`config.mk`:
```
export PLATFORM = sky130hd
export DESIGN_NAME = serial_tx_flat
export DESIGN_NICKNAME = d
export VERILOG_FILES = /design/src/rtl/serial_tx_if.sv /design/src/rtl/serial_tx.sv /design/src/flat_wrapper.sv
export SDC_FILE = /design/constraint.sdc
export NUM_CORES = 1
export LEC_CHECK = 0
export BUFFER_PORTS_ARGS = -buffer_cell sky130_fd_sc_hd__buf_2
export CAP_MARGIN = 20
export CORE_MARGIN = 2
export CORE_UTILIZATION = 25
export CTS_BUF_LIST = sky130_fd_sc_hd__clkbuf_8
export DETAILED_ROUTE_END_ITERATION = 7
export MAX_ROUTING_LAYER = met4
export PLACE_DENSITY_LB_ADDON = 0.1
export SLEW_MARGIN = 20
export SYNTH_ARGS = -nofsm -noshare
export SYNTH_HDL_FRONTEND = slang
export SYNTH_SLANG_ARGS = --single-unit
```
`constraint.sdc`:
```
create_clock -name clk -period 4.35 [get_ports clk]
set_clock_uncertainty 0.2 [all_clocks]
set_input_delay 0 -clock clk [delete_from_list [all_inputs] [get_ports clk]]
set_output_delay 0 -clock clk [all_outputs]
set_load 0.05 [all_outputs]
```
`src/rtl/serial_tx_if.sv`:
```
// serial_tx_if: load/payload request and serial-line status bundle for serial_tx.
// The master drives din/load; the slave (serial_tx) returns ready, sout, busy and done.
interface serial_tx_if #(
    parameter int DATA_W = 8
);
    logic [DATA_W-1:0] din;
    logic              load;
    logic              ready;
    logic              sout;
    logic              busy;
    logic              done;

    modport master (
        output din,
        output load,
        input  ready,
        input  sout,
        input  busy,
        input  done
    );

    modport slave (
        input  din,
        input  load,
        output ready,
        output sout,
        output busy,
        output done
    );
endinterface

```
`src/rtl/serial_tx.sv`:
```
// serial_tx: parallel-load, LSB-first serial transmitter.
// Frame: START (0), DATA_W data bits, optional even-parity bit, STOP (1).
// Define SERIAL_TX_PARITY_EN to insert the parity bit between DATA and STOP.
// Every output is a register updated with the state transition, so all of
// them line up with the state they describe and are glitch-free.
module serial_tx #(
    parameter int DATA_W = 8
) (
    input  logic        clk,
    input  logic        clear,
    serial_tx_if.slave  bus
);
    localparam int              CNT_W    = (DATA_W > 1) ? $clog2(DATA_W) : 1;
    localparam logic [CNT_W-1:0] LAST_BIT = CNT_W'(DATA_W - 1);

`ifdef SERIAL_TX_PARITY_EN
    typedef enum logic [2:0] {S_IDLE, S_START, S_DATA, S_PAR, S_STOP} state_t;
`else
    typedef enum logic [2:0] {S_IDLE, S_START, S_DATA, S_STOP} state_t;
`endif

    state_t              r_state;
    logic [DATA_W-1:0]   r_shift;
    logic [CNT_W-1:0]    r_cnt;
    logic                r_sout;
    logic                r_busy;
    logic                r_ready;
    logic                r_done;
`ifdef SERIAL_TX_PARITY_EN
    logic                r_parity;
`endif

    // A load is only honoured when ready is already high at the edge; ready is
    // held low during clear and for the first cycle after it, so a load that
    // coincides with the reset release is not taken.
    logic w_accept;
    assign w_accept = bus.load & r_ready;

    // Frame sequencer: state, shift register, bit counter and registered outputs.
    always_ff @(posedge clk or posedge clear) begin
        if (clear) begin
            r_state  <= S_IDLE;
            r_shift  <= '0;
            r_cnt    <= '0;
            r_sout   <= 1'b1;
            r_busy   <= 1'b0;
            r_ready  <= 1'b0;
            r_done   <= 1'b0;
`ifdef SERIAL_TX_PARITY_EN
            r_parity <= 1'b0;
`endif
        end else begin
            case (r_state)
                // IDLE and STOP both accept a new payload; taking it from STOP
                // starts the next frame with no idle gap.
                S_IDLE, S_STOP: begin
                    if (w_accept) begin
                        r_shift  <= bus.din;
`ifdef SERIAL_TX_PARITY_EN
                        r_parity <= ^bus.din;
`endif
                        r_cnt    <= '0;
                        r_state  <= S_START;
                        r_sout   <= 1'b0;
                        r_busy   <= 1'b1;
                        r_ready  <= 1'b0;
                        r_done   <= 1'b0;
                    end else begin
                        r_state  <= S_IDLE;
                        r_sout   <= 1'b1;
                        r_busy   <= 1'b0;
                        r_ready  <= 1'b1;
                        r_done   <= 1'b0;
                    end
                end
                // The LSB is presented as DATA is entered, so DATA holds bit 0
                // while the counter reads 0.
                S_START: begin
                    r_state <= S_DATA;
                    r_sout  <= r_shift[0];
                    r_shift <= r_shift >> 1;
                end
                S_DATA: begin
                    if (r_cnt == LAST_BIT) begin
`ifdef SERIAL_TX_PARITY_EN
                        r_state <= S_PAR;
                        r_sout  <= r_parity;
`else
                        r_state <= S_STOP;
                        r_sout  <= 1'b1;
                        r_ready <= 1'b1;
                        r_done  <= 1'b1;
`endif
                    end else begin
                        r_cnt   <= r_cnt + 1'b1;
                        r_sout  <= r_shift[0];
                        r_shift <= r_shift >> 1;
                    end
                end
`ifdef SERIAL_TX_PARITY_EN
                S_PAR: begin
                    r_state <= S_STOP;
                    r_sout  <= 1'b1;
                    r_ready <= 1'b1;
                    r_done  <= 1'b1;
                end
`endif
                default: begin
                    r_state <= S_IDLE;
                    r_sout  <= 1'b1;
                    r_busy  <= 1'b0;
                    r_ready <= 1'b1;
                    r_done  <= 1'b0;
                end
            endcase
        end
    end

    assign bus.sout  = r_sout;
    assign bus.busy  = r_busy;
    assign bus.ready = r_ready;
    assign bus.done  = r_done;

endmodule

```
`src/flat_wrapper.sv`:
```
// flat-port wrapper written by rule: the top's interface ports become plain ports
module serial_tx_flat 
#(
    parameter int DATA_W = 8
)
  (clk, clear, bus_din, bus_load, bus_ready, bus_sout, bus_busy, bus_done);
  serial_tx_if #(.DATA_W(DATA_W)) bus_i ();
  input  logic clk;
  input  logic clear;
  input wire logic [$bits(bus_i.din)-1:0] bus_din;
  input wire logic [$bits(bus_i.load)-1:0] bus_load;
  output wire logic [$bits(bus_i.ready)-1:0] bus_ready;
  output wire logic [$bits(bus_i.sout)-1:0] bus_sout;
  output wire logic [$bits(bus_i.busy)-1:0] bus_busy;
  output wire logic [$bits(bus_i.done)-1:0] bus_done;
  assign bus_i.din = bus_din;
  assign bus_i.load = bus_load;
  assign bus_ready = bus_i.ready;
  assign bus_sout = bus_i.sout;
  assign bus_busy = bus_i.busy;
  assign bus_done = bus_i.done;
  serial_tx #(.DATA_W(DATA_W)) u_core (.clk(clk), .clear(clear), .bus(bus_i));
endmodule
```
Word level (Yosys, flattened, before mapping)

Cells that the tools add are included.

Bits in registers: 18
Output and inout port bits: 4

Add/sub/neg operators: 1
Equality and inequality tests: 7
Muxes and demuxes: 17
Bitwise logic cells: 2
Reductions and logical operators: 8

Operator list:

| cell                                                   | number |
|---|---|
| one-hot mux 8 bit (3 select lines)                     | 1 |
| two-way mux 8 bit                                      | 2 |
| two-way mux 3 bit                                      | 3 |
| one-hot mux 3 bit (3 select lines)                     | 1 |
| == test 3 x 2 -> 1 bit (second input constant)         | 2 |
| one-hot mux 1 bit (3 select lines)                     | 2 |
| one-hot mux 3 bit (2 select lines)                     | 1 |
| AND reduction 3 bit                                    | 2 |
| two-way mux 1 bit                                      | 5 |
| inequality test 2 x 1 -> 1 bit (second input constant) | 2 |
| one-hot mux 1 bit (2 select lines)                     | 2 |
| OR reduction 2 bit                                     | 2 |
| adder 3 x 1 -> 3 bit (second input constant)           | 1 |
| == test 3 x 1 -> 1 bit (second input constant)         | 1 |
| == test 3 bit (second input constant)                  | 1 |
| zero test 3 bit                                        | 1 |
| nonzero test 3 bit                                     | 1 |
| inequality test 2 bit (second input constant)          | 1 |
| AND reduction 2 bit                                    | 1 |
| nonzero test 2 bit                                     | 1 |
| bitwise AND 1 bit                                      | 1 |
| inverter 1 bit                                         | 1 |

Depth between registers and ports, before layout

Depth after elaboration: 4
Gate-level depth with buffers: 7
Gate-level depth less buffers: 5

Worst setup path before layout

Ideal clock, no wire load.

Kind: flip-flop to flip-flop
Start: reg u_core.r_state[0]
End: reg u_core.r_cnt[0]
Setup time: 0.128 ns
Arrival: 1.424 ns
Setup slack: 2.598 ns
Stages on the path, launching flop included: 7
Path buffers: 1
Clock period less this slack: 1.752 ns
Path through: dfrtp_1 > inv_1 > ha_1 > a21bo_1 > buf_6 > nand3b_2 > mux2_1

Cells in the longest elaborated chain, start to end: 4
Elaborated cells on any way between the ends: 9
Those cells by class: 4 x eq/ne; 1 x mux; 4 x reduce/logical

Ends and longest elaborated chain:

| element                                                                        | RTL line        | text |
|---|---|---|
| start, declared                                                                | serial_tx.sv:22 | `state_t r_state;` |
| start signal, assigned                                                         | serial_tx.sv:42 | `r_state <= S_IDLE;` |
| start signal, assigned                                                         | serial_tx.sv:63 | `r_state <= S_START;` |
| start signal, assigned                                                         | serial_tx.sv:69 | `r_state <= S_IDLE;` |
| == test 3 x 2 -> 1 bit or zero test 3 bit (tied branches)                      | serial_tx.sv:53 | `case (r_state)` |
| OR reduction 2 bit                                                             | serial_tx.sv:53 |  |
| inequality test 2 x 1 -> 1 bit (no line) or nonzero test 2 bit (tied branches) | -               |  |
| AND reduction 3 bit (no line)                                                  | -               |  |
| end signal, assigned                                                           | serial_tx.sv:95 | `r_cnt <= r_cnt + 1'b1;` |
| end, declared                                                                  | serial_tx.sv:24 | `logic [CNT_W-1:0] r_cnt;` |

Parallel ways exist; a longest one is shown, timed or not.
A chain may end at the register's enable or synchronous reset.

Final worst setup path

Start: reg u_core.r_state[0]
End: reg u_core.r_shift[7]

Cells in the longest elaborated chain, start to end: 4
Elaborated cells on any way between the ends: 10
Those cells by class: 5 x eq/ne; 1 x mux; 4 x reduce/logical

Ends and longest elaborated chain:

| element                                                                        | RTL line        | text |
|---|---|---|
| == test 3 x 2 -> 1 bit or zero test 3 bit (tied branches)                      | serial_tx.sv:53 |  |
| OR reduction 2 bit                                                             | serial_tx.sv:53 |  |
| inequality test 2 x 1 -> 1 bit (no line) or nonzero test 3 bit (tied branches) | -               |  |
| AND reduction 3 bit (no line)                                                  | -               |  |
| end signal, assigned                                                           | serial_tx.sv:58 | `r_shift <= bus.din;` |
| end signal, assigned                                                           | serial_tx.sv:81 | `r_shift <= r_shift >> 1;` |
| end signal, assigned                                                           | serial_tx.sv:97 | `r_shift <= r_shift >> 1;` |
| end, declared                                                                  | serial_tx.sv:23 | `logic [DATA_W-1:0] r_shift;` |

Parallel ways exist; a longest one is shown, timed or not.

==> out/qor.log <==
qor: floorplanning.die_area 0.003955 mm2
qor: setup_path.worst-path-max-fanout 11
qor: finish.multi_input_area 381.6 um2
qor: clocking.cts.reportedPaths.clkPinSlew 0.07 ns
qor: setup_path.critPathSlowestCell sky130_fd_sc_hd__dlygate4sd3_1
qor: sta.maximum_clock_rate 355.8 MHz
qor: yosys.synth_seq_area_share 49.21%
qor: global_route.vias_in_the_first_global_route 657
qor: power.power.ir.vdd_worst 0.2272 mV
qor: route.routed_wire_length_per_instance 11.69 um
qor: sta.timing.setup.tns 0 ns
qor: global_route.grt_start_max_net_pins 18
qor: route.final_antenna_net_count 0
qor: yosys.synth.avg_cell_area 10.98 um2
qor: route.drt-initial-drc-count 23
qor: finish.final-seq-area 426.7 um2
qor: placement.detailedPlacementHpwl 1.190 mm
qor: sta.worst-slew-pin-transition 0.7151 ns
qor: setup_path.critical_path.startpoint u_core.r_state[0]
qor: yosys.yosys-top-cells-count sky130_fd_sc_hd__dfrtp_1 (16), sky130_fd_sc_hd__a21oi_1 (13), sky130_fd_sc_hd__mux2i_1 (9)
qor: setup_path.timing.setup.critical_path_class register to register
qor: route.detailroute.via_count 636
qor: sta.report.final.slew_viol_count 0
qor: flow_run.max_cap_viol_count 0
qor: sta.timing.final.ws_setup 1.539 ns
qor: setup_path.start_kind register
qor: finish.syn_to_final_growth 28.86%
qor: setup_path.critPathRequiredTime 4.28 ns
qor: placement.buffers_added_on_ports 14
qor: sta.timing.final.crit_period 2.811 ns
qor: power.static-leakage-power 0.0005361 uW
qor: sta.hold_ws 0.2083 ns
qor: yosys.yosys_reg_bits 17
qor: placement.post-place-ws 2.051 ns
qor: clocking.cts.root.buffer_cell sky130_fd_sc_hd__clkbuf_8
qor: clocking.cts_tree yes
qor: yosys.synth.most_common_cell sky130_fd_sc_hd__dfrtp_1
qor: floorplanning.die_width 62.89 um
qor: min_path.worstHoldPathType input port to async pin
qor: yosys.netlist.area_leader.share 46.18%
qor: yosys.synthesized_instance_count 79
qor: global_route.overflow 0
qor: setup_path.timing.critical_path.slowest_cell_delay 0.56 ns
qor: setup_path.critPathBufInv 2
qor: global_route.gr-usage-all-layers 10.12%
qor: route.vias_per_cell 4.240
qor: sta.period_share 64.61%
qor: power.power.density 745.6 mW/mm2
qor: clocking.ctsHtreeMaxLevel 1
qor: setup_path.critPathTopFamily buffers and inverters
qor: global_route.grt_first_pass_wirelength 3.063 mm
qor: clocking.cts_buffers 3
qor: finish.drive_above_1_share 23.08%
qor: floorplanning.initial_core_util 25.98%
qor: setup_path.crit_path_end_kind register
qor: floorplanning.die_height 62.89 um
qor: global_route.grt_antenna_before_repair 0
qor: sta.hold_viol 0
qor: finish.num-fill-cells 362
qor: floorplanning.core_region 0.003337 mm2
qor: floorplanning.ioPinCount 15
qor: floorplanning.num_rows 21
qor: yosys.synth_async_sr_flop_share 100.0%
qor: route.drt_wl_total 1.753 mm
qor: status.run_status complete, no violations
qor: yosys.netlist_top_cells_area sky130_fd_sc_hd__dfrtp_1 (46%), sky130_fd_sc_hd__mux2i_1 (10%), sky130_fd_sc_hd__a21oi_1 (7.5%), sky130_fd_sc_hd__ha_1 (7.2%), sky130_fd_sc_hd__dfstp_2 (3.0%)
qor: yosys.synthDominantAreaCellType sky130_fd_sc_hd__dfrtp_1
qor: clocking.worstSkewPairLatency 0.25 ns
qor: route.detail_route.first_pass.iterations 2
qor: yosys.mappedNetlistNets 95
qor: clocking.post_cts.resized_instances 0
qor: clocking.clock_sink_count 17
qor: yosys.synth_flop_cell sky130_fd_sc_hd__dfrtp_1
qor: yosys.synth_edf_count 0
qor: setup_path.cp_cell_sequence inv_1 -> ha_1 -> a21bo_1 -> and2_1 -> o22ai_2 -> dlygate4sd3_1
qor: sta.finalSetupViolations 0
qor: yosys.synth.cell_area 867.1 um2
qor: clocking.postCtsHoldBufs 11
qor: sta.slew-limit-headroom 52.28%
qor: route.drcViolationCount 0
qor: finish.design.final.nets 121
qor: clocking.cts_setup_buffers 0
qor: sta.grt_setup_unrepaired no
qor: finish.insertedDiodeCount 0
qor: yosys.synth-warning-count 0
qor: setup_path.cp_data_arrival_time 2.74 ns
qor: clocking.clock_path_buffers 2
qor: placement.gpl.final_weighted_congestion 0.7210
qor: setup_path.r2r-start u_core.r_state[0]
qor: yosys.netlist-cell-type-count 24
## worst paths after layout
check | to | slack (ns) | depth (start not counted)
max in group asynchronous | u_core.bus.done | 3.29 | 3
max reg2reg | u_core.r_shift[7] | 1.54 | 6
min in group clk | u_core.bus.done | 0.30 | 1
min reg2reg | u_core.bus.done | 0.30 | 1
max | u_core.r_shift[7] | 1.54 | 6
min | u_core.r_shift[0] | 0.21 | 3
## registers in the layout, indices dropped and copies added, names as in the netlist
name              cells
u_core.r_cnt          3
u_core.bus.ready      1
u_core.r_shift        8
u_core.bus.busy       1
u_core.r_state        2
u_core.bus.done       1
u_core.bus.sout       1
## cell usage in the layout, fill, tap and decap left out
cell type / instances
sky130_fd_sc_hd__dfstp_2: 1
sky130_fd_sc_hd__nand3_1: 1
sky130_fd_sc_hd__nor2b_1: 2
sky130_fd_sc_hd__mux2_2: 1
sky130_fd_sc_hd__ha_1: 5
sky130_fd_sc_hd__o21ai_1: 1
sky130_fd_sc_hd__a21oi_2: 2
sky130_fd_sc_hd__o21ai_0: 3
sky130_fd_sc_hd__o22ai_2: 1
sky130_fd_sc_hd__inv_1: 8
sky130_fd_sc_hd__a21bo_1: 1
sky130_fd_sc_hd__a21oi_1: 13
sky130_fd_sc_hd__dfrtp_1: 16
sky130_fd_sc_hd__nand3b_2: 1
sky130_fd_sc_hd__dlygate4sd3_1: 11
sky130_fd_sc_hd__mux2i_1: 9
sky130_fd_sc_hd__nand2b_1: 2
sky130_fd_sc_hd__nand2_1: 4
sky130_fd_sc_hd__o22a_1: 1
sky130_fd_sc_hd__and2_1: 1
sky130_fd_sc_hd__clkbuf_8: 3
sky130_fd_sc_hd__buf_2: 14
sky130_fd_sc_hd__nor2_1: 1
sky130_fd_sc_hd__nand2_2: 1
sky130_fd_sc_hd__mux2_1: 1
## power breakdown
group	internal, uW	switching (uW)
clock network	62.6	53.3
registers	239	40.1
logic	182	256
total	484	349
## metrics by stage
step	power (uW)	std cells	cell area, um2	util, %
after floorplan	655.4	79	867.1	-
after global placement	716.4	135	962.2	28.83
after detailed placement	718.3	135	962.2	28.83
after CTS	850.0	150	1117	33.48
after global routing	906.2	150	1117	33.48
final	833.1	150	1117	33.48
## cell type report
class                   count  share of cell area [%]
well taps                  46                   5.151
clock inverters             1                  0.3359
inverters                   7                   2.352
repair buffers             25                   16.13
multi-input cells          51                   34.15
clock buffers               3                   3.695
flip-flops and latches     17                   38.19
## worst register-to-register path, cell delays in order (launching register included)
cell	delay [ns]
sky130_fd_sc_hd__dfrtp_1	0.38
sky130_fd_sc_hd__inv_1	0.06
sky130_fd_sc_hd__ha_1	0.49
sky130_fd_sc_hd__a21bo_1	0.45
sky130_fd_sc_hd__and2_1	0.43
sky130_fd_sc_hd__o22ai_2	0.11
sky130_fd_sc_hd__dlygate4sd3_1	0.56
## kinds of logic after synthesis
family                     synth area share, %
muxes                                    12.99
and+or+nand+nor                          8.368
buffers and inverters                    6.783
DFF                                      49.21
adders and majority gates                7.215
AOI/OAI and AO/OA                        15.44
## routing by layer
layer / share of wire [%] / track usage, % / routed length, um
met3: 4.3 / 3.604 / 75
met4: 0.68 / 2.500 / 12
met5: 0 / - / 0
met1: 50 / 13.33 / 879
met2: 45 / 14.76 / 786
(Power assumes the default switching activity.)
